<file path="src/rtl/stage3_writeback.sv">
// Final pipeline stage: performs a RAM write handshake, a PC redirect, or a NOP,
// then pulses pc_load to fetch. Accepts a new stage-2 result only while idle.
module stage3_writeback #(
  parameter int PC_STEP       = 4,
  parameter int WRITE_TIMEOUT = 255
) (
  input  logic        clk,
  input  logic        reset_n,
  input  logic        in_valid,
  output logic        in_ready,
  input  logic [2:0]  mblock_s3,
  input  logic [31:0] vw_value,
  input  logic [15:0] ram_address,
  input  logic        alu_is_zero,
  input  logic [15:0] pc,
  output logic        ram_w_en,
  output logic [15:0] ram_w_address,
  output logic [31:0] ram_w_value,
  input  logic        ram_ready,
  output logic        pc_load,
  output logic [15:0] pc_next,
  output logic        timeout_err
);

  // state  | meaning
  // IDLE   | waiting for a stage-2 result, in_ready=1
  // WRITE  | ram_w_en asserted, waiting for ram_ready or timeout
  // COMMIT | one-cycle pc_load pulse, then back to IDLE
  typedef enum logic [1:0] {
    S_IDLE   = 2'd0,
    S_WRITE  = 2'd1,
    S_COMMIT = 2'd2
  } state_t;

  localparam logic [15:0] STEP      = 16'(PC_STEP);
  localparam logic [7:0]  TIMEOUT_L = 8'(WRITE_TIMEOUT);

  state_t      state_q, state_d;
  logic [7:0]  cnt_q, cnt_d;
  logic        ram_w_en_q, ram_w_en_d;
  logic [15:0] ram_w_address_q, ram_w_address_d;
  logic [31:0] ram_w_value_q, ram_w_value_d;
  logic        pc_load_q, pc_load_d;
  logic [15:0] pc_next_q, pc_next_d;
  logic        timeout_err_q, timeout_err_d;

  logic [15:0] fall_through;
  logic [7:0]  cnt_inc;
  logic        take_jump;

  assign fall_through = pc + STEP;
  assign cnt_inc      = cnt_q + 8'd1;

  always_comb begin
    take_jump = 1'b0;
    case (mblock_s3)
      3'b010:  take_jump = 1'b1;
      3'b011:  take_jump = alu_is_zero;
      3'b100:  take_jump = ~alu_is_zero;
      default: take_jump = 1'b0;
    endcase
  end

  always_comb begin
    state_d         = state_q;
    cnt_d           = cnt_q;
    ram_w_en_d      = ram_w_en_q;
    ram_w_address_d = ram_w_address_q;
    ram_w_value_d   = ram_w_value_q;
    pc_load_d       = 1'b0;
    pc_next_d       = pc_next_q;
    timeout_err_d   = timeout_err_q;

    case (state_q)
      S_IDLE: begin
        if (in_valid) begin
          if (mblock_s3 == 3'b001) begin
            state_d         = S_WRITE;
            cnt_d           = 8'd0;
            ram_w_en_d      = 1'b1;
            ram_w_address_d = ram_address;
            ram_w_value_d   = vw_value;
            // Writes always fall through; capture it now so pc need not be held.
            pc_next_d       = fall_through;
          end else begin
            state_d   = S_COMMIT;
            pc_load_d = 1'b1;
            pc_next_d = take_jump ? vw_value[15:0] : fall_through;
          end
        end
      end
      S_WRITE: begin
        if (ram_ready) begin
          state_d    = S_COMMIT;
          ram_w_en_d = 1'b0;
          pc_load_d  = 1'b1;
        end else begin
          cnt_d = cnt_inc;
          if (cnt_inc == TIMEOUT_L) begin
            state_d       = S_COMMIT;
            ram_w_en_d    = 1'b0;
            pc_load_d     = 1'b1;
            timeout_err_d = 1'b1;
          end
        end
      end
      S_COMMIT: begin
        state_d = S_IDLE;
      end
      default: begin
        state_d    = S_IDLE;
        ram_w_en_d = 1'b0;
      end
    endcase
  end

  always_ff @(posedge clk) begin
    if (!reset_n) begin
      state_q         <= S_IDLE;
      cnt_q           <= 8'd0;
      ram_w_en_q      <= 1'b0;
      ram_w_address_q <= 16'd0;
      ram_w_value_q   <= 32'd0;
      pc_load_q       <= 1'b0;
      pc_next_q       <= 16'd0;
      timeout_err_q   <= 1'b0;
    end else begin
      state_q         <= state_d;
      cnt_q           <= cnt_d;
      ram_w_en_q      <= ram_w_en_d;
      ram_w_address_q <= ram_w_address_d;
      ram_w_value_q   <= ram_w_value_d;
      pc_load_q       <= pc_load_d;
      pc_next_q       <= pc_next_d;
      timeout_err_q   <= timeout_err_d;
    end
  end

  assign in_ready      = (state_q == S_IDLE);
  assign ram_w_en      = ram_w_en_q;
  assign ram_w_address = ram_w_address_q;
  assign ram_w_value   = ram_w_value_q;
  assign pc_load       = pc_load_q;
  assign pc_next       = pc_next_q;
  assign timeout_err   = timeout_err_q;

endmodule

</file>
<file path="config.mk">
export PLATFORM = sky130hd
export DESIGN_NAME = stage3_writeback
export DESIGN_NICKNAME = d
export VERILOG_FILES = /design/src/rtl/stage3_writeback.sv
export SDC_FILE = /design/constraint.sdc
export NUM_CORES = 1
export LEC_CHECK = 0
export ABC_AREA = 0
export CAP_MARGIN = 20
export CORE_MARGIN = 2
export CORE_UTILIZATION = 55
export CTS_CLUSTER_SIZE = 14
export DETAILED_ROUTE_END_ITERATION = 10
export DONT_BUFFER_PORTS = 1
export GPL_ROUTABILITY_DRIVEN = 0
export GPL_TIMING_DRIVEN = 0
export PLACE_DENSITY = 0.68
export SLEW_MARGIN = 20
export SYNTH_ARGS = -nofsm -noshare
export SYNTH_HDL_FRONTEND = slang
export SYNTH_SLANG_ARGS = --single-unit
</file>
<file path="constraint.sdc">
create_clock -name clk -period 3.1 [get_ports clk]
set_clock_uncertainty 0.2 [all_clocks]
set_input_delay 0.31 -clock clk [delete_from_list [all_inputs] [get_ports clk]]
set_output_delay 0.31 -clock clk [all_outputs]
set_load 0.1 [all_outputs]
</file>
# Word level (Yosys, flattened, before mapping)
# Cells that the tools add are included.
# word_totals
regBits	77
input_bits	72
output_inout_bits	68
wordCells	54
# op_classes
n_addsub	2
n_eq_ne	11
n_mux	22
bitwise_logic	3
reduce_logical	8
# ops
operator	count
2-to-1 mux 16 bit	2
2-to-1 mux 8 bit	3
adder 16 x 3 -> 16 bit, second input constant	1
case mux 8 bit (2 select lines)	1
adder 8 x 1 -> 8 bit, second input constant	1
equality test 8 bit, second input constant	1
2-to-1 mux 1 bit	8
2-to-1 mux 2 bit	4
AND reduction 4 bit	2
equality test 3 x 2 -> 1 bit, second input constant	2
case mux 1 bit (3 select lines)	2
AND reduction 3 bit	2
inequality test 2 bit, second input constant	2
case mux 2 bit (2 select lines)	1
AND reduction 2 bit	2
equality test 3 x 1 -> 1 bit, second input constant	1
equality test 3 bit, second input constant	1
inequality test 3 bit, second input constant	1
NOT 1 bit	3
equality test 2 x 1 -> 1 bit, second input constant	1
equality test 2 bit, second input constant	1
logical NOT 2 bit	1
inequality test 2 x 1 -> 1 bit, second input constant	1
case mux 1 bit (2 select lines)	1
nonzero test 2 bit	1

# Depth between registers and ports, before layout
# Gate-level depths: netlist of the first run.
# depth
depth_word	5
depth_mapped	6
ltp_nobuf	6

# Least setup slack after synthesis of the first run
# Ideal clock, no wire load.
# synth_timing
path_kind	flip-flop to output port
startpoint	register state_q[1]
endpoint	output port in_ready
arrival_ns	1.606
t_required_ns	2.590
setup_slack_ns	0.984
stages_incl_launch_ff	2
path_buffers	0
cell_sequence	dfxtp_1 -> nor2_1
# synth_between
elab_chain_len	1
# synth_rtl
element	line	text
from (decl)	38	state_t state_q, state_d;
from (signal assigned)	128	state_q <= state_d;
logical NOT 2 bit	139	assign in_ready = (state_q == S_IDLE);
to (decl)	10	output logic in_ready,
# Every way passes these cells.

# Worst setup path after layout of the first run
# layout_timing
startpoint	register state_q[0]
endpoint	register ram_w_value_q[6], in the netlist ram_w_value[6]
# layout_between
elab_chain_len	2
# layout_rtl
element	line	text
logical NOT 2 bit	74	case (state_q)
AND reduction 3 bit (no source line)	--	
to (signal assigned)	132	ram_w_value_q <= ram_w_value_d;
to (decl)	42	logic [31:0] ram_w_value_q, ram_w_value_d;
# Every way passes these cells.
# A chain may end at the register's enable or synchronous reset.

==> run summary, run 1 <==
After global routing the overflow that remains totals 0. The total of fill cells in the finished design was 471. For the worst setup path, the data arrival time is 2.11 ns. For the number of DRC violations after detailed routing, the log shows 0.

Main flop type after synthesis: dfxtp_1. The met2 track demand over resource came out at 46.8%. The first-pass GRT wire length was 14200 µm.

For the worst setup path, the data required time is 3.10 ns. The detailed router placed 3238 vias in this run. Buffers placed on the I/O ports in this run total 0. The run gives 0 as the initial antenna violation count. The run gives 0 as the diode insertion count for antenna repair. The run gives 9.13% as the met3 layer usage reported by global route.

Setup total negative slack on the finished layout was measured at 0 ns. The tree built by TritonCTS fans out to 77 sinks. In this run the power density over the cells is 561 nW/µm².

The clock passes through at most 2 buffers. The total count of hold-check failures in the final report is 0. Of all cell types, the one taking the most synthesized area is dfxtp_1.

The detail-routed via count per cell is 5.71, and the remaining antenna violation count is 0. TritonCTS built the clock tree. Wires add up to 9630 µm. The most used routing layer in global routing is met2. Across the VDD grid, the largest voltage drop is 0.447 mV. The final standard cell utilization of the core is 71.7%, and the number of nets in the layout is 562. The run gives 28 as the number of core rows.

The most frequent cell after synthesis is nand2_1. The async set-reset flop share out of synthesis was 0%. The area growth from synthesis to final layout is 25.6%. The number of enable-type register cells in the synthesized netlist is 0, and the via count of the first global-routing pass is 3000. In this run the cell area of the synthesized design comes to 3380 µm². The critical path is of the flop to flop type. The met1 routing resource usage after global routing is 33.2%. The total global routing track utilization was 27.8%. The number of clock buffers inserted by TritonCTS is 9, and the post-CTS setup buffer count is 0. The core region is 5920 µm².

The tools report the number of levels the H-tree was split into as 3. The tools report the number of search-and-repair iterations in the first detailed-routing pass as 4. The tools report the HPWL after detailed placement as 6550 µm. In this run the vertical extent of the chip is 82.4 µm. The maximum fanout count along the critical path came out at 10. The run finished with clean final reports. At the later pin of the worst-skew pair, clock insertion delay measures 0.34 ns. In the synthesized netlist, the cells that appear most often are 122 x nand2_1, 77 x dfxtp_1, 53 x a21oi_1, 16 x nand3_1, 14 x clkbuf_1. The logs give 108 for the number of DRC markers in iteration 0 and 0 for the number of warning messages in the yosys log. Synthesis inferred 77 register bits. Max-cap violations in this run came to 0. STA classifies the critical path endpoint as a flop. The slew at the pin closest to its max-slew limit is 1.06 ns. The root buffer cell chosen for the clock tree is clkbuf_8. Once the clock tree was built, the resizer swapped 0 gates to a different size.

The average instance area after synthesis was 7.99 µm²; the floorplan die area was 6790 µm². The tightest min-delay check is of the input pin to flop type. The I/O pin count came out at 140. The initial core utilization came out at 57.1%. Setup repair after global routing left no endpoint under its margin. Setup violations remaining at the end of the flow were counted as 0. The top cell type's share of synthesized area was 45.6%; the sequential share of the synthesized area was 45.6%. The part of the cycle the worst path needs was 68.1%; the clock transition at the registers of the reported paths was 0.08 ns. The static leakage power is 1.46 nW, and the time the final worst path needs with I/O delays and setup is 2.11 ns.

Entering global routing, the biggest net connects 14 pins. Across all hold checks on the routed design, the worst slack comes to 0.0105 ns. In the final routed layout, each cell accounts on average for 17.0 µm. The number of nets in the synthesized netlist is 498.

In this run the tightest slew margin relative to its limit is 29.6%. The worst setup path is launched from a flop. The logs give 53 for the post-cts hold buffer count and 52 for the number of unique standard cell types used by synthesis.

The number of slew-limit violations in the final report came out at 0. In the final layout, the share of cells above drive strength 1 is 6.91%. The die extent in x works out to 82.4 µm. Timing would allow up to 0.474 GHz. Sorting the synthesized cells by area gives the leading types as dfxtp_1 46%, nand2_1 14%, a21oi_1 7.8%, nand3_1 2.4%, xnor2_1 1.8%. The gate count of the mapped netlist is 423.
## layer usage
layer	share of wire (%)	up-vias
li1	-	1599
met1	40	1498
met2	50	129
met3	8.9	12
met4	1.1	0
met5	0	-
## path summary, 6_finish.rpt
path | start | to | slack [ns] | cells after the start
worst max-delay path | state_q[0]$_SDFFE_PN0P_ | ram_w_value[6]$_SDFFE_PN0P_ | 0.99 | 6
worst max register to register | state_q[0]$_SDFFE_PN0P_ | ram_w_value[6]$_SDFFE_PN0P_ | 0.99 | 6
worst min register to register | cnt_q[7]$_SDFFE_PN0P_ | cnt_q[7]$_SDFFE_PN0P_ | 0.31 | 1
worst min-delay path | vw_value[7] | pc_next[7]$_SDFFE_PN0P_ | 0.01 | 2
## flip-flops by register name (all words and copies together), names as in the netlist
| signal | cells |
|---|---|
| cnt_q | 8 |
| pc_load | 1 |
| pc_next | 16 |
| ram_w_address | 16 |
| ram_w_en | 1 |
| ram_w_value | 32 |
| state_q | 2 |
| timeout_err | 1 |
## area by class of cell
type / count / area (µm²) / share of cell area, %
Buffer: 25 / 109 / 2.56
Clock buffer: 10 / 128 / 3.01
Clock inverter: 6 / 111 / 2.62
Inverter: 6 / 22.5 / 0.531
Multi-Input combinational cell: 315 / 1710 / 40.3
Sequential cell: 77 / 1540 / 36.3
Tap cell: 75 / 93.8 / 2.21
Timing Repair Buffer: 53 / 531 / 12.5
## per-stage QoR
stage	instances	instance area, µm²	total power, mW	worst slack [ns]
after floorplan	423	3380	1.40	0.984
after global placement	498	3470	1.44	0.938
after detailed placement	498	3480	1.45	1.01
after CTS	567	4250	2.39	0.982
after global routing	567	4250	2.45	0.823
final	567	4250	2.38	0.990
## where the power goes
group | switching [mW] | internal [mW]
Clock | 0.364 | 0.535
Combinational | 0.114 | 0.101
Sequential | 0.248 | 1.02
Total | 0.726 | 1.66
## cells in the final DEF, fill, tap and decap left out, drive strengths merged, types with 6 or more instances in the layout
cell type / netlist / layout
a211oi: 6 / 6
a21oi: 54 / 54
buf: 11 / 11
clkbuf: 14 / 24
dfxtp: 77 / 77
dlygate4sd3: 0 / 53
nand2: 122 / 122
nand3: 17 / 17
nor2: 14 / 14
nor3: 9 / 9
o21a: 8 / 8
o21ai: 12 / 12
xnor2: 7 / 7
## cells by family (layout without fill, tap and decap cells)
logic type / count (synthesis) / count (layout) / synth area share [%]
xor+xnor: 9 / 9 / 2.33
mux: 2 / 2 / 0.592
flops: 77 / 77 / 45.6
fa+ha+maj: 3 / 3 / 1.11
buf+inv: 31 / 100 / 3.89
compound gates: 110 / 110 / 20.3
simple gates: 191 / 191 / 26.2
## critical path, stage by stage, from the launching register on
cell,delay (ns)
dfxtp_1,0.39
nor3b_2,0.45
nand2_1,0.18
buf_2,0.22
clkbuf_1,0.30
nand2_1,0.16
a21oi_1,0.08
Power figures use the tool's default switching activity.
==> run 2, diff against run 1 <==
Settings changed: PLACE_DENSITY 0.68 to 0.71.
Clock period 3.1 ns to 1.9 ns, I/O delays scaled along.
==> run 2 against run 1 <==
  * Hold slack worse by 0.0032 ns
  * Final cell count increased by 3.4%
  * Wire length up 9.5%
  * Sequential cell count is the same
  * Total power is 63% higher
  * Combinational power increased by 86%
  * Critical path depth is 1 lower
  * Fmax rose by 13%
  * First-iteration DRC count increased by 87%
==> run summary, run 2 (synthesis gave the netlist of run 1 again) <==
The run finished with clean final reports. The final standard cell utilization of the core is 76.2% (was 71.7%). The most common cell after layout, fill and taps aside was nand2_1 (unchanged).

The setup slack of the critical path after layout came out at 0.0254 ns (was 0.990 ns). The wire length reported by the detailed router is 10500 µm (was 9630 µm). The run gives 30.6% (was 27.8%) as the total global routing track utilization. The routed wire length per instance was 18.0 µm (was 17.0 µm). The number of endpoints failing setup at the final stage was 0 (unchanged); the number of nets in the layout was 581 (was 562). The insertion delay of the later-clocked pin in the worst-skew pair came out at 0.36 ns (was 0.34 ns). The wire length on met1 was 3850 µm (was 3880 µm). The routed length on met2 is 5530 µm (was 4780 µm). For the first-pass GRT wire length, the log shows 15400 µm (was 14200 µm).

The tools report the via count of the first global-routing pass as 3184 (was 3000). The worst setup slack for register-to-register paths is 0.03 ns (was 0.99 ns). TritonCTS built the clock tree. The post-route total power is 3.87 mW (was 2.38 mW). For the number of sinks handled by clock tree synthesis, the log shows 77 (unchanged). The HPWL after detailed placement was 6470 µm (was 6550 µm). The logs give 1770 µm² (was 1710 µm²) for the footprint of the multi-input gates and 9 (unchanged) for the number of clock buffers inserted by TritonCTS. Commonest non-fill, non-tap cells in the layout: 122 x nand2_1, 73 x dfxtp_1, 68 x dlygate4sd3_1 (was 122 x nand2_1, 77 x dfxtp_1, 53 x a21oi_1, 53 x dlygate4sd3_1, 16 x nand3_1). The run gives 0.651 mV (was 0.447 mV) as the maximum vdd drop. The number of levels the H-tree was split into is 3 (unchanged). The worst hold slack is 0.00738 ns (was 0.0105 ns), and the part of the cycle the worst path needs is 98.7% (was 68.1%). The die extent in x is 82.4 µm (unchanged).

Setup repair after global routing could not meet its margin everywhere. The tools report the root buffer selected by CTS as clkbuf_8 (unchanged). The fraction of layout cells with a size suffix above 1 is 10.2% (was 6.91%), and the instance area after placement is 3480 µm² (unchanged).

The number of core rows is 28 (unchanged). The tools report the end point of the worst hold path as pc_next[13]$_SDFFE_PN0P_ (was pc_next[7]$_SDFFE_PN0P_). Maximum fanout count along the critical path: 7 (was 10). The floorplan die height is 82.4 µm (unchanged), and the maximum number of pins on one net before global-route repair is 15 (was 14).

The tools report the I/O pin count as 140 (unchanged). Type of the most critical hold path: input pin to flop (unchanged). The run gives 1.56 nW (was 1.46 nW) as the static leakage power. The category of the worst setup path capture point is a flop (unchanged). The remaining antenna violation count was 0 (unchanged); the worst hold path depth was 4 (was 2). The cell area power density works out to 858 nW/µm² (was 561 nW/µm²). The clock transition at the registers of the reported paths is 0.08 ns (about the same), and the data arrival time of the critical path is 1.93 ns (was 2.11 ns). The total of fill cells in the finished design was 418 (was 471).

Initial core utilization: 57.1% (unchanged). The run gives 0 (unchanged) as the total congestion overflow after global routing. The worst reg-to-reg path cell count works out to 5 (was 6). For the diode insertion count for antenna repair, the log shows 0 (unchanged). The number of slew-limit violations in the final report was 0 (unchanged). The detail-routed via count per cell came out at 5.84 (was 5.71). The detailed-routed wire length on met3 came out at 872 µm (was 861 µm). Via count of the routed design: 3425 (was 3238). The uppermost layer routed is met4 (unchanged).

The number of I/O port buffers is 0 (unchanged). The maximum number of buffers from clock root to sink is 2 (unchanged), and the initial antenna violation count is 0 (unchanged). Standard cell core area: 5920 µm² (unchanged). Worst-case setup slack after placement: -0.161 ns (was 1.01 ns).

The tools report the launch point of the worst reg-to-reg path as state_q[1]$_SDFFE_PN0P_ (was state_q[0]$_SDFFE_PN0P_). The tools report the endpoint of the lowest-slack register-to-register path as cnt_q[6]$_SDFFE_PN0P_ (was ram_w_value[6]$_SDFFE_PN0P_). The number of DRC markers in iteration 0 came out at 202 (was 108). For the number of max-cap violations, the log shows 0 (unchanged).

For the number of search-and-repair iterations in the first detailed-routing pass, the log shows 4 (unchanged). The kind of critical path was flop to flop (unchanged). The tools report the startpoint kind of the worst setup timing path as a flop (unchanged). The tools report the critical path launch point as state_q[1]$_SDFFE_PN0P_ (was state_q[0]$_SDFFE_PN0P_). The number of DRC violations after detailed routing came out at 0 (unchanged). The tools report the worst min-delay path startpoint as pc[10] (was vw_value[7]). For the final non-filler cell area, the log shows 4510 µm² (was 4250 µm²). Area growth from synthesis to final layout: 33.5% (was 25.6%).

For the worst max-slew margin expressed relative to the limit, the log shows 32.1% (was 29.6%). The slew at the pin closest to its max-slew limit works out to 1.02 ns (was 1.06 ns). The number of flip-flops under the largest register name works out to 32 (unchanged). The tools report the data required time of the worst path as 1.96 ns (was 3.10 ns).

The maximum clock rate came out at 0.533 GHz (was 0.474 GHz). The tools report the total count of hold-check failures in the final report as 0 (unchanged). The time the final worst path needs with I/O delays and setup is 1.87 ns (was 2.11 ns), and the floorplan die area is 6790 µm² (unchanged). Register area: 1550 µm² (was 1540 µm²).
run 2: cell types whose count changed in the layout (fill, tap and decap cells not counted), moves of 2 or more:
cell	change
buf_4	+4
clkbuf_1	-4
clkbuf_4	+3
dfxtp_1	-4
dfxtp_2	+2
dfxtp_4	+2
dlygate4sd3_1	+15
inv_6	+2
run 2: where the power goes:
group | switching (mW) | leakage, nW | total (mW) | internal (mW)
sequential | 0.406 | 0.628 | 2.07 | 1.66
clock | 0.652 | 0.107 | 1.40 | 0.751
combinational | 0.204 | 0.824 | 0.401 | 0.197
run 2: worst max path at each step:
stage                                                 to  slack, ns
after detailed placement     ram_w_value[0]$_SDFFE_PN0P_      -0.16
after global routing               cnt_q[6]$_SDFFE_PN0P_      -0.02
after CTS                          cnt_q[6]$_SDFFE_PN0P_      0.002
after floorplan                 timeout_err$_SDFFE_PN0P_      0.007
after global placement    ram_w_address[14]$_SDFFE_PN0P_      -0.15
final                              cnt_q[6]$_SDFFE_PN0P_       0.03
run 2: metal layers:
layer / global-route usage [%] / up-vias
met5: 0 / -
met4: 13.3 / 0
met3: 9.46 / 28
met2: 54.0 / 143
met1: 33.6 / 1614
li1: - / 1640
run 2: layout make-up:
cell class              count  share of cell area, %
clock buffers              10                   2.83
plain buffers              24                   2.74
flip-flops and latches     77                   34.4
clock inverters             6                   2.08
multi-input cells         315                   39.2
well taps                  75                   2.08
repair buffers             73                   16.2
inverters                   6                  0.499
run 2: repair_timing:
item,4_1_cts,5_1_grt
hold endpoints to repair,67,2
resized for setup,14,17
hold buffers,67,1
pin swaps,1,2
buffers inserted,1,4
setup endpoints to repair,31,40
run 2: worst max-delay path: stages (launching register included):
cell and delay, ns:
dfxtp_2 0.38, or3b_1 0.38, buf_2 0.19, o21ai_2 0.25
a21boi_0 0.16, o21a_1 0.20
run 2: through the flow:
step           setup TNS [ns]  cells
2_1_floorplan               0    423
3_3_place_gp            -2.55    498
3_5_place_dp            -2.63    498
4_1_cts                     0    582
5_1_grt               -0.0389    586
6_report                    0    586
==> run 3, diff against run 2 <==
Settings changed: GPL_TIMING_DRIVEN 0 to default.
==> run 3 against run 2 <==
  * The run now ends with negative hold slack left
  * Critical path type unchanged
  * Wire length is 9.7% higher
  * First-iteration DRC count is 53% higher
  * Critical path depth stayed put
  * Sequential share of layout area is 3.1 points lower
  * Largest cell class unchanged
  * Total power is 2.7% higher
  * Clock power is 3% higher
  * Sequential power is 18% lower
==> run summary, run 3 (synthesis gave the netlist of run 1 again) <==
The area growth from synthesis to final layout was 45.7% (was 33.5%). The run gives 0 (unchanged) as the number of max-cap violations. The routed wire length per instance is 18.2 µm (was 18.0 µm). The logs give 1540 µm² (was 1550 µm²) for the register area and 9 (unchanged) for the number of clock buffers inserted by TritonCTS. The data required time of the worst path came out at 1.94 ns (was 1.96 ns). For the HPWL after detailed placement, the log shows 6340 µm (was 6470 µm). The fraction of layout cells with a size suffix above 1 works out to 21.4% (was 10.2%). The remaining antenna violation count is 0 (unchanged), and the time the final worst path needs with I/O delays and setup is 1.87 ns (about the same). The maximum number of buffers from clock root to sink was 2 (unchanged). The run finished, with violations left. The kind of critical path was flop to flop (unchanged).

The tools report the footprint of the multi-input gates as 1740 µm² (was 1770 µm²). The post-cts hold buffer count is 59 (was 67). The first-pass GRT wire length is 16700 µm (was 15400 µm). Commonest non-fill, non-tap cells in the layout: 121 x nand2_1, 86 x buf_4, 77 x dfxtp_1 (was 122 x nand2_1, 73 x dfxtp_1, 68 x dlygate4sd3_1). Slew at the pin closest to its max-slew limit: 0.505 ns (was 1.02 ns).

For the maximum vdd drop, the log shows 0.848 mV (was 0.651 mV). TritonCTS built the clock tree. Startpoint kind of the worst setup timing path: a flop (unchanged). The cell area power density was 807 nW/µm² (was 858 nW/µm²).

The number of I/O port buffers works out to 0 (unchanged). The run gives 4920 µm² (was 4510 µm²) as the final non-filler cell area. The run gives 6790 µm² (unchanged) as the floorplan die area. The diode insertion count for antenna repair came out at 0 (unchanged). The run gives 309 (was 202) as the number of DRC markers in iteration 0. Initial antenna violation count: 0 (unchanged). The most common cell after layout, fill and taps aside is nand2_1 (unchanged).

The via count of the routed design was 3734 (was 3425); the total instance count after detailed placement was 559 (was 498). The root buffer selected by CTS was clkbuf_8 (unchanged). The instance area after placement is 4030 µm² (was 3480 µm²). The setup slack of the critical path after layout is 0.0270 ns (was 0.0254 ns), and the floorplan die height is 82.4 µm (unchanged).

The wire length reported by the detailed router is 11600 µm (was 10500 µm). The run gives 0.0271 ns (was -0.161 ns) as the worst-case setup slack after placement. The number of DRC violations after detailed routing is 0 (unchanged).

The detail-routed via count per cell is 5.86 (was 5.84), and the initial core utilization is 57.1% (unchanged). The run gives 77 (unchanged) as the number of sinks handled by clock tree synthesis. The maximum clock rate was 0.534 GHz (was 0.533 GHz); the total global routing track utilization was 32.5% (was 30.6%).

The final cell count without fillers is 637 (was 586). The part of the cycle the worst path needs was 98.6% (was 98.7%). For the number of endpoints failing setup at the final stage, the log shows 0 (unchanged). The number of search-and-repair iterations in the first detailed-routing pass came out at 5 (was 4). For the number of levels the H-tree was split into, the log shows 3 (unchanged).

Type of the most critical hold path: input pin to flop (unchanged). The die extent in x was 82.4 µm (unchanged); the insertion delay of the later-clocked pin in the worst-skew pair was 0.34 ns (was 0.36 ns). For the standard cell core area, the log shows 5920 µm² (unchanged). The logs give 3548 (was 3184) for the via count of the first global-routing pass and 1.91 ns (was 1.93 ns) for the data arrival time of the critical path. The checks that failed: negative hold slack. Number of flip-flops under the largest register name: 32 (unchanged). Category of the worst setup path capture point: a flop (unchanged). The tools report the maximum number of pins on one net before global-route repair as 47 (was 15).

The maximum fanout count along the critical path is 13 (was 7), and the worst max-slew margin expressed relative to the limit is 65.5% (was 32.1%). The tools report the total congestion overflow after global routing as 0 (unchanged). The run gives 632 (was 581) as the number of nets in the layout. The I/O pin count was 140 (unchanged); the number of slew-limit violations in the final report was 0 (unchanged). The run gives 360 (was 418) as the total of fill cells in the finished design.

Setup repair after global routing could not meet its margin everywhere. The number of core rows was 28 (unchanged); the clock transition at the registers of the reported paths was 0.09 ns (was 0.08 ns). Worst hold slack: -0.235 ns (was 0.00738 ns). The tools report the total count of hold-check failures in the final report as 18 (was 0).

For the static leakage power, the log shows 1.90 nW (was 1.56 nW).
[run 3: cell types whose count changed in the layout (fill, tap and decap cells not counted), sizes merged]
| cell | change |
|---|---|
| inv | -1 |
| clkinv | +2 |
| dlygate4sd3 | -9 |
| buf | +73 |
| clkbuf | -13 |
| clkinvlp | -1 |
[run 3: layer usage]
layer / wire (µm) / part of all wire, % / global-route usage, % / vias to the layer above
li1: - / - / - / 1743
met3: 979 / 8.5 / 8.15 / 41
met1: 4230 / 37 / 34.9 / 1745
met4: 469 / 4.1 / 18.2 / 0
met2: 5890 / 51 / 57.7 / 205
met5: 0 / 0 / 0 / -
[run 3: final timing paths]
path	depth (start not counted)	end	startpoint	slack, ns
min	1	cnt_q[4]$_SDFFE_PN0P_	reset_n	-0.24
max reg2reg	5	pc_next[1]$_SDFFE_PN0P_	state_q[0]$_SDFFE_PN0P_	0.03
min reg2reg	2	ram_w_value[9]$_SDFFE_PN0P_	ram_w_value[9]$_SDFFE_PN0P_	0.26
max	5	pc_next[1]$_SDFFE_PN0P_	state_q[0]$_SDFFE_PN0P_	0.03
[run 3: timing repair]
action                                  CTS  global route
endpoints found under the hold margin    75            17
endpoints found under the setup margin    0            24
buffers inserted                          0             2
resized for setup                         0             9
[run 3: worst max-delay path: stages, from the launching register on]
cell      delay (ns)
dfxtp_1         0.35
buf_4           0.16
nor3b_2         0.34
buf_4           0.28
nor2_1          0.09
a311oi_2        0.35
[run 3: cell type report]
cell class,instances,area share (%)
multi-input combinational,315,35.4
timing repair buffer,148,26.2
tap,75,1.91
sequential,77,31.3
clock buffer,10,2.79
inverter,6,0.457
clock inverter,6,1.93
[run 3: per-stage QoR]
stage | hold WS (ns) | power (mW) | util, % | TNS, ns
2_1_floorplan | 0.126 | 2.29 | - | 0
3_3_place_gp | 0.115 | 2.42 | 68.0 | 0
3_5_place_dp | 0.118 | 2.43 | 68.0 | 0
4_1_cts | -0.239 | 3.93 | 81.9 | 0
5_1_grt | -0.241 | 4.10 | 83.2 | -0.0301
6_report | -0.235 | 3.98 | 83.2 | 0
[run 3: power breakdown]
part | leakage [nW] | total (mW) | internal (mW) | switching, mW
combinational | 1.16 | 0.838 | 0.249 | 0.589
sequential | 0.625 | 1.70 | 1.67 | 0.0298
clock | 0.117 | 1.44 | 0.788 | 0.655
total | 1.90 | 3.98 | 2.70 | 1.27
